===== src/rtl/uart_receiver.sv =====
`timescale 1ns/1ps
// UART receiver: 2-flop synchronized rxd, mid-bit sampling FSM, show-ahead byte FIFO.
// Optional even-parity bit enabled by defining UART_RX_PARITY_EN.
module uart_receiver #(
  parameter int CLKS_PER_BIT = 16,
  parameter int FIFO_DEPTH   = 4
) (
  input  logic       clk,
  input  logic       rst,
  input  logic       rxd,
  output logic [7:0] data,
  output logic       valid,
  input  logic       ready,
  output logic       busy,
  output logic       frame_err,
  output logic       overrun,
  output logic       parity_err
);

  localparam int CW = $clog2(CLKS_PER_BIT);
  localparam int AW = $clog2(FIFO_DEPTH);
  localparam logic [CW-1:0] HALF_LOAD = CW'(CLKS_PER_BIT / 2 - 1);
  localparam logic [CW-1:0] FULL_LOAD = CW'(CLKS_PER_BIT - 1);

`ifdef UART_RX_PARITY_EN
  typedef enum logic [2:0] {
    IDLE   = 3'd0,
    START  = 3'd1,
    DATA   = 3'd2,
    STOP   = 3'd3,
    PARITY = 3'd4
  } state_t;
`else
  typedef enum logic [2:0] {
    IDLE  = 3'd0,
    START = 3'd1,
    DATA  = 3'd2,
    STOP  = 3'd3
  } state_t;
`endif

  // Receive path registers
  logic          sync1_reg;
  logic          sync2_reg;
  logic          rxd_prev_reg;
  state_t        state_reg,  state_next;
  logic [CW-1:0] baud_reg,   baud_next;
  logic [2:0]    bit_reg,    bit_next;
  logic [7:0]    shift_reg,  shift_next;
  logic          frame_err_reg, frame_err_next;
  logic          overrun_reg;
  logic          push;
  logic          rxd_s;
  logic          tick;

  // FIFO registers
  logic [7:0]    mem [FIFO_DEPTH];
  logic [AW-1:0] wr_ptr_reg;
  logic [AW-1:0] rd_ptr_reg;
  logic [AW:0]   count_reg;
  logic          full;
  logic          pop;
  logic          do_push;
  logic          drop;

  assign rxd_s = sync2_reg;
  assign tick  = (baud_reg == '0);

`ifdef UART_RX_PARITY_EN
  logic parity_err_reg, parity_err_next;
  logic par_bad_reg,    par_bad_next;
`endif

  always_ff @(posedge clk or posedge rst) begin
    if (rst) begin
      sync1_reg     <= 1'b1;
      sync2_reg     <= 1'b1;
      rxd_prev_reg  <= 1'b1;
      state_reg     <= IDLE;
      baud_reg      <= '0;
      bit_reg       <= '0;
      shift_reg     <= '0;
      frame_err_reg <= 1'b0;
      overrun_reg   <= 1'b0;
    end else begin
      sync1_reg     <= rxd;
      sync2_reg     <= sync1_reg;
      rxd_prev_reg  <= sync2_reg;
      state_reg     <= state_next;
      baud_reg      <= baud_next;
      bit_reg       <= bit_next;
      shift_reg     <= shift_next;
      frame_err_reg <= frame_err_next;
      overrun_reg   <= drop;
    end
  end

`ifdef UART_RX_PARITY_EN
  always_ff @(posedge clk or posedge rst) begin
    if (rst) begin
      parity_err_reg <= 1'b0;
      par_bad_reg    <= 1'b0;
    end else begin
      parity_err_reg <= parity_err_next;
      par_bad_reg    <= par_bad_next;
    end
  end
`endif

  always_comb begin
    state_next     = state_reg;
    baud_next      = baud_reg;
    bit_next       = bit_reg;
    shift_next     = shift_reg;
    frame_err_next = 1'b0;
    push           = 1'b0;
`ifdef UART_RX_PARITY_EN
    parity_err_next = 1'b0;
    par_bad_next    = par_bad_reg;
`endif

    // Outside IDLE the counter free-runs; a zero count marks the sample cycle
    if (state_reg != IDLE) begin
      baud_next = tick ? FULL_LOAD : baud_reg - CW'(1);
    end

    case (state_reg)
      IDLE: begin
        if (rxd_prev_reg && !rxd_s) begin
          state_next = START;
          baud_next  = HALF_LOAD;
`ifdef UART_RX_PARITY_EN
          par_bad_next = 1'b0;
`endif
        end
      end
      START: begin
        if (tick) begin
          if (rxd_s) begin
            state_next = IDLE;
          end else begin
            state_next = DATA;
            bit_next   = 3'd0;
          end
        end
      end
      DATA: begin
        if (tick) begin
          shift_next = {rxd_s, shift_reg[7:1]};
          bit_next   = bit_reg + 3'd1;
          if (bit_reg == 3'd7) begin
`ifdef UART_RX_PARITY_EN
            state_next = PARITY;
`else
            state_next = STOP;
`endif
          end
        end
      end
`ifdef UART_RX_PARITY_EN
      PARITY: begin
        if (tick) begin
          if (rxd_s != ^shift_reg) begin
            parity_err_next = 1'b1;
            par_bad_next    = 1'b1;
          end
          state_next = STOP;
        end
      end
`endif
      STOP: begin
        if (tick) begin
          if (rxd_s) begin
`ifdef UART_RX_PARITY_EN
            push = !par_bad_reg;
`else
            push = 1'b1;
`endif
          end else begin
            frame_err_next = 1'b1;
          end
          state_next = IDLE;
        end
      end
      default: state_next = IDLE;
    endcase
  end

  // A full FIFO still accepts a push when the head leaves in the same cycle
  assign full    = (count_reg == (AW+1)'(FIFO_DEPTH));
  assign pop     = valid && ready;
  assign do_push = push && (!full || pop);
  assign drop    = push && full && !pop;

  always_ff @(posedge clk) begin
    if (do_push) begin
      mem[wr_ptr_reg] <= shift_reg;
    end
  end

  always_ff @(posedge clk or posedge rst) begin
    if (rst) begin
      wr_ptr_reg <= '0;
      rd_ptr_reg <= '0;
      count_reg  <= '0;
    end else begin
      if (do_push) begin
        wr_ptr_reg <= wr_ptr_reg + AW'(1);
      end
      if (pop) begin
        rd_ptr_reg <= rd_ptr_reg + AW'(1);
      end
      case ({do_push, pop})
        2'b10:   count_reg <= count_reg + (AW+1)'(1);
        2'b01:   count_reg <= count_reg - (AW+1)'(1);
        default: count_reg <= count_reg;
      endcase
    end
  end

  assign valid     = (count_reg != '0);
  assign data      = valid ? mem[rd_ptr_reg] : 8'h00;
  assign busy      = (state_reg != IDLE);
  assign frame_err = frame_err_reg;
  assign overrun   = overrun_reg;
`ifdef UART_RX_PARITY_EN
  assign parity_err = parity_err_reg;
`else
  assign parity_err = 1'b0;
`endif

endmodule


===== config.mk =====
export PLATFORM = sky130hd
export DESIGN_NAME = uart_receiver
export DESIGN_NICKNAME = d
export VERILOG_FILES = /design/src/rtl/uart_receiver.sv
export SDC_FILE = /design/constraint.sdc
export NUM_CORES = 1
export LEC_CHECK = 0
export CORE_MARGIN = 4
export CORE_UTILIZATION = 45
export DETAILED_ROUTE_END_ITERATION = 7
export GPL_ROUTABILITY_DRIVEN = 0
export PLACE_DENSITY = 0.68
export REMOVE_ABC_BUFFERS = 1
export SYNTH_ARGS = -nofsm -noshare
export SYNTH_HDL_FRONTEND = slang
export SYNTH_SLANG_ARGS = --single-unit

===== constraint.sdc =====
create_clock -name clk -period 2.91 [get_ports clk]
set_input_delay 0.4365 -clock clk [delete_from_list [all_inputs] [get_ports clk]]
set_output_delay 0.4365 -clock clk [all_outputs]
set_load 0.02 [all_outputs]

---- Word level (Yosys, flattened, before mapping) ----
Memory sizes are Yosys's and may differ from the RTL's.
Cells that the tools add are included.
storage, ports and cells
  register bits ........................... 30
  memories ................................ 1
  input bits .............................. 4
  word-level logic and storage cells ...... 75
  output and inout port bits .............. 13
  RAM bits ................................ 32
operators by class
  reduce and logical (&&, ||, !) cells .... 18
  add/sub/neg operators ................... 6
  eq/ne operators ......................... 13
  mux-type cells .......................... 25
memory list
  memory  words  bits a word  read ports  clocked after memory_dff  wr ports  line  text
  mem     4      8            1           0                         1         57    logic [7:0] mem [FIFO_DEPTH];
operators by type and width
  cell                                                                   count
  3-bit 2-to-1 mux                                                       8
  4-bit 2-to-1 mux                                                       4
  2-bit inequality test, second input constant                           6
  3-bit one-hot mux with 2 select lines                                  2
  3-bit one-hot mux with 4 select lines                                  1
  1-bit 2-to-1 mux                                                       8
  8-bit 2-to-1 mux                                                       1
  3-bit by 1-bit adder with 3-bit output, second input constant          2
  3-bit by 2-bit equality test with 1-bit output, second input constant  2
  3-bit equality test, second input constant                             2
  3-bit nonzero test                                                     2
  1-bit logical AND                                                      5
  5-bit AND reduction                                                    1
  2-bit by 1-bit adder with 2-bit output, second input constant          2
  4-bit zero test                                                        1
  4-bit AND reduction                                                    1
  2-bit nonzero test                                                     2
  4-bit by 1-bit subtractor with 4-bit output, second input constant     1
  3-bit by 1-bit equality test with 1-bit output, second input constant  1
  1-bit zero test                                                        3
  3-bit zero test                                                        1
  3-bit by 1-bit subtractor with 3-bit output, second input constant     1
  2-bit by 1-bit equality test with 1-bit output, second input constant  1
  2-bit equality test, second input constant                             1
  3 further kinds                                                        3

---- Logic depth before layout (Yosys ltp) ----
  depth in word-level cells ............... 6
  gate-level depth with buffers ........... 11
  depth with buffers taken out ............ 11

---- Worst setup path after synthesis ----
No wires, ideal clock.
  kind .................................... register to register
  start point ............................. register baud_reg[0]
  end point ............................... register count_reg[2]
  slack ................................... 0.800 ns
  arrival ................................. 1.985 ns
  clock period less this slack ............ 2.110 ns
  stages on the path, launching flop included .. 12
  library setup time ...................... 0.125 ns
  path buffers ............................ 0
  data required time ...................... 2.785 ns
  cell sequence ........................... dfrtp_1 inv_1 ha_1 nand4bb_4 nor3_4 inv_1 ha_1 inv_1 fa_1 xor2_1 nor2_1 xor2_1
on the way
  longest elaborated chain between the ends .. 6
  elaborated cells between the ends (all ways) .. 8
  those cells by class .................... eq/ne: 2; mux: 3; reduce/logical: 3
ends and longest elaborated chain
  item                                                                                   line  text
  start, declared                                                                        47    logic [CW-1:0] baud_reg, baud_next;
  start signal, assigned                                                                 90    baud_reg <= baud_next;
  4-bit zero test (*)                                                                    67    assign tick = (baud_reg == '0);
  1-bit 2-to-1 mux (*)                                                                   172   if (tick) begin
  1-bit 2-to-1 mux (*)                                                                   127   case (state_reg)
  1-bit logical AND (*)                                                                  192   assign do_push = push && (!full || pop);
  2-bit by 1-bit equality test with 1-bit output or 2-bit equality test (tied branches)  213   case ({do_push, pop})
  3-bit one-hot mux with 2 select lines or 2-bit nonzero test (tied branches)            n/a
  end signal, assigned                                                                   214   2'b10: count_reg <= count_reg + (AW+1)'(1);
  end signal, assigned                                                                   215   2'b01: count_reg <= count_reg - (AW+1)'(1);
  end signal, assigned                                                                   216   default: count_reg <= count_reg;
  end, declared                                                                          60    logic [AW:0] count_reg;
Mark *: on every way between the ends. The rest lies on a longest branch, timed or not.
A chain may end at the register's enable or synchronous reset.

---- Worst setup path after layout ----
  start point ............................. register rd_ptr_reg[0]
  end point ............................... output port data[4]
on the way
  longest elaborated chain between the ends .. 2
ends and longest elaborated chain
  item                    line  text
  start, declared         59    logic [AW-1:0] rd_ptr_reg;
  start signal, assigned  211   rd_ptr_reg <= rd_ptr_reg + AW'(1);
  memory 4 x 8 bit        n/a
  8-bit 2-to-1 mux        222   assign data = valid ? mem[rd_ptr_reg] : 8'h00;
  end, declared           11    output logic [7:0] data,
No other way between the ends.

==> flow_metrics.tcl <==
set metrics [dict create \
    clk_latency_ns 0.33 \
    io_buffers 15 \
    start_util_pct 47.03 \
    synthCells 169 \
    cts_root_buffer "clkbuf_8" \
    slew_headroom_pct 62.99 \
    ys.warnings.count 0 \
    overflow 0 \
    min_period_ns 2.738 \
    routed_via_density 5.093 \
    num_vias 1365 \
    clk_pin_slew_worst_paths_ns 0.06 \
    ff2ff_setup_slack_ns 0.55 \
    hpwl_um 2868 \
    grt_pass1_wl_um 7148 \
    tightest_slew_ns 0.5552 \
    rows 27 \
    layout_common_cells "32 x edfxtp_1, 26 x dfrtp_1, 15 x clkdlybuf4s50_1, 13 x and2_1, 11 x clkbuf_8" \
    synth.distinct_cells 44 \
    htree_levels 3 \
    cts.sinks 61 \
    setup_viol_count_final 0 \
    cts_setup_buffers 0 \
    remaining_drc_errors 0 \
    hp-class "reg -> reg" \
    dr.pass1.iters 4 \
    rsz0062_at_grt "no" \
    worstSetupStartpointType "register" \
    grt_max_degree 30 \
    cp-end-kind "primary output" \
    grt_usage_pct 13.40 \
    finalCritPeriodShare_pct 94.08 \
    ant_nets 0 \
    max_freq_ghz 0.3653 \
    routed_wirelength_um 4255 \
    yosysTopAreaCell "edfxtp_1" \
    ioPinCount 17 \
    finalClockSkew_ns 0.004658 \
    wl_per_cell_um 15.88 \
    drv_slew 0 \
    setup_ws_ns 0.1723 \
    maxCapViolCount 0 \
    first_global_vias 1445 \
    die_h_um 84.56 \
    hold_buffers 0 \
    globalRouteMet3Util_pct 3.827 \
    synth-simple-area-share_pct 11.24 \
    r2r_cells 11 \
    synthTopCellsByArea "edfxtp_1 36%, dfrtp_1 25%, mux4_2 6.8%, ha_1 3.8%, and2_1 3.1%" \
    worstPathMaxFanout 9 \
    pwr_density_cell_mw_per_mm2 913.2 \
    numCtsBuffers 9 \
    run_status "finished clean" \
    whs_ns 0.3569 \
    synth-edff-count 32 \
    synth_top_family_by_area "multiplexers" \
    leakagePower_nw 1.180 \
    cts_buffer_depth 2 \
    antenna_cells 0 \
    ctsResizeCount 0 \
    synth_top_area_share_pct 36.43 \
    met1_usage_pct 14.82 \
    design.core.area_mm2 0.005608 \
    final_hold_viol_count 0 \
    worstSetupStartpoint "rd_ptr_reg[0]$_DFFE_PP0P_" \
    synth_compound_area_share_pct 3.700 \
    reg2reg_from "baud_reg[0]$_DFF_PP0_" \
    endpoint "data[4]" \
    antenna_found_initial 0 \
    grt.busiest_layer "met2" \
    final_common_cell "edfxtp_1" \
    largest_reg_flops 32 \
    ys_async_sr_fraction_pct 47.54 \
    syn_area_mm2 0.002638 \
    critPathArrivalTime_ns 2.30 \
    ir_drop_mv 0.4977 \
    cp_data_required_time_ns 2.47 \
    nets 204 \
    synth_fa_ha_area_share_pct 4.554 \
    synth_seq_cells 61 \
    synth.area.mux_share_pct 11.43 \
    ys.flop_type "edfxtp_1" \
    fp.dieW_um 84.56 \
    drt_iter0_markers 68 \
    use_met2_pct 22.70 \
    dp_slack_ns 0.2815 \
    tritoncts "yes" \
    die-area_mm2 0.007150 \
    area_delta_synth_final_pct 16.27 \
    reg2reg_to "count_reg[2]$_DFFE_PP0P_" \
    fin_tns_setup_ns 0 \
    synthXorXnorAreaFrac_pct 2.324 \
    final_layout_size_suffix_gt1_share_pct 18.88 \
    syn_avg_cell_area_um2 15.61 \
    critical_path_class "reg -> out" \
    synth_seq_area_share_pct 64.09 \
]
-- cell type report --
class / count / area [um^2]
timing repair buffer: 17 / 165.2
sequential: 61 / 1690
tap: 72 / 90.09
multi-input combinational: 92 / 880.8
clock inverter: 4 / 47.55
clock buffer: 12 / 155.1
inverter: 10 / 37.54
fill: 470 / 2541
-- cells by family (layout without fill, tap and decap cells) --
logic type,after synthesis,in the layout
buffers and inverters,16,43
DFF,61,61
muxes,19,19
AOI/OAI and AO/OA,16,16
and+or+nand+nor,40,40
xor gates and xnor gates,7,7
adders and majority gates,9,9
other,1,1
-- critical path: stages, from the launching register on --
cell and delay (ns):
dfrtp_1 0.69, mux4_2 0.56, and2_1 0.17, clkdlybuf4s50_1 0.55
-- stage by stage --
stage	area [um^2]	utilization [%]	instances	total power [mW]
2_1_floorplan	2609	-	163	1.743
3_5_place_dp	2864	51.07	252	2.092
3_3_place_gp	2864	51.07	252	2.034
4_1_cts	3067	54.69	268	2.841
5_1_grt	3067	54.69	268	2.952
6_report	3067	54.69	268	2.801
-- report_power, final --
group | internal (mW) | total [mW] | switching, mW
Combinational | 0.471 | 0.858 | 0.388
Sequential | 1.01 | 1.20 | 0.185
Clock | 0.439 | 0.743 | 0.304
Total | 1.92 | 2.80 | 0.876
-- how the worst min path moves through the flow --
stage / start / endpoint / slack [ns] / depth (start not counted)
floorplan: sync1_reg$_DFF_PP1_ / rxd_s$_DFF_PP1_ / 0.35 / 0
finish: sync1_reg$_DFF_PP1_ / rxd_s$_DFF_PP1_ / 0.36 / 0
global route: sync1_reg$_DFF_PP1_ / rxd_s$_DFF_PP1_ / 0.37 / 0
detailed placement: sync1_reg$_DFF_PP1_ / rxd_s$_DFF_PP1_ / 0.35 / 0
CTS: sync1_reg$_DFF_PP1_ / rxd_s$_DFF_PP1_ / 0.36 / 0
global placement: sync1_reg$_DFF_PP1_ / rxd_s$_DFF_PP1_ / 0.35 / 0
-- per-layer routing --
layer	up-vias	routed length, um
met5	-	0
met4	0	112
met3	11	121
met2	20	2265
met1	676	1756
li1	658	-
-- synthesized netlist by cell type (2+ instances only) --
library cell  count
a21o_1            2
a21oi_1           3
and2_1           13
buf_2             2
clkbuf_1          3
dfrtp_1          26
dfstp_2           3
edfxtp_1         32
ha_1              8
inv_1            10
mux2_1            6
mux2_2            3
mux2i_1           2
mux4_2            8
nand2_1           5
nand3_1           2
nor2_1            2
nor3_1            3
nor4b_2           2
o21ai_0           3
o22ai_1           3
xnor2_1           4
xor2_1            3
No activity file was read; power rests on OpenSTA's default activity.
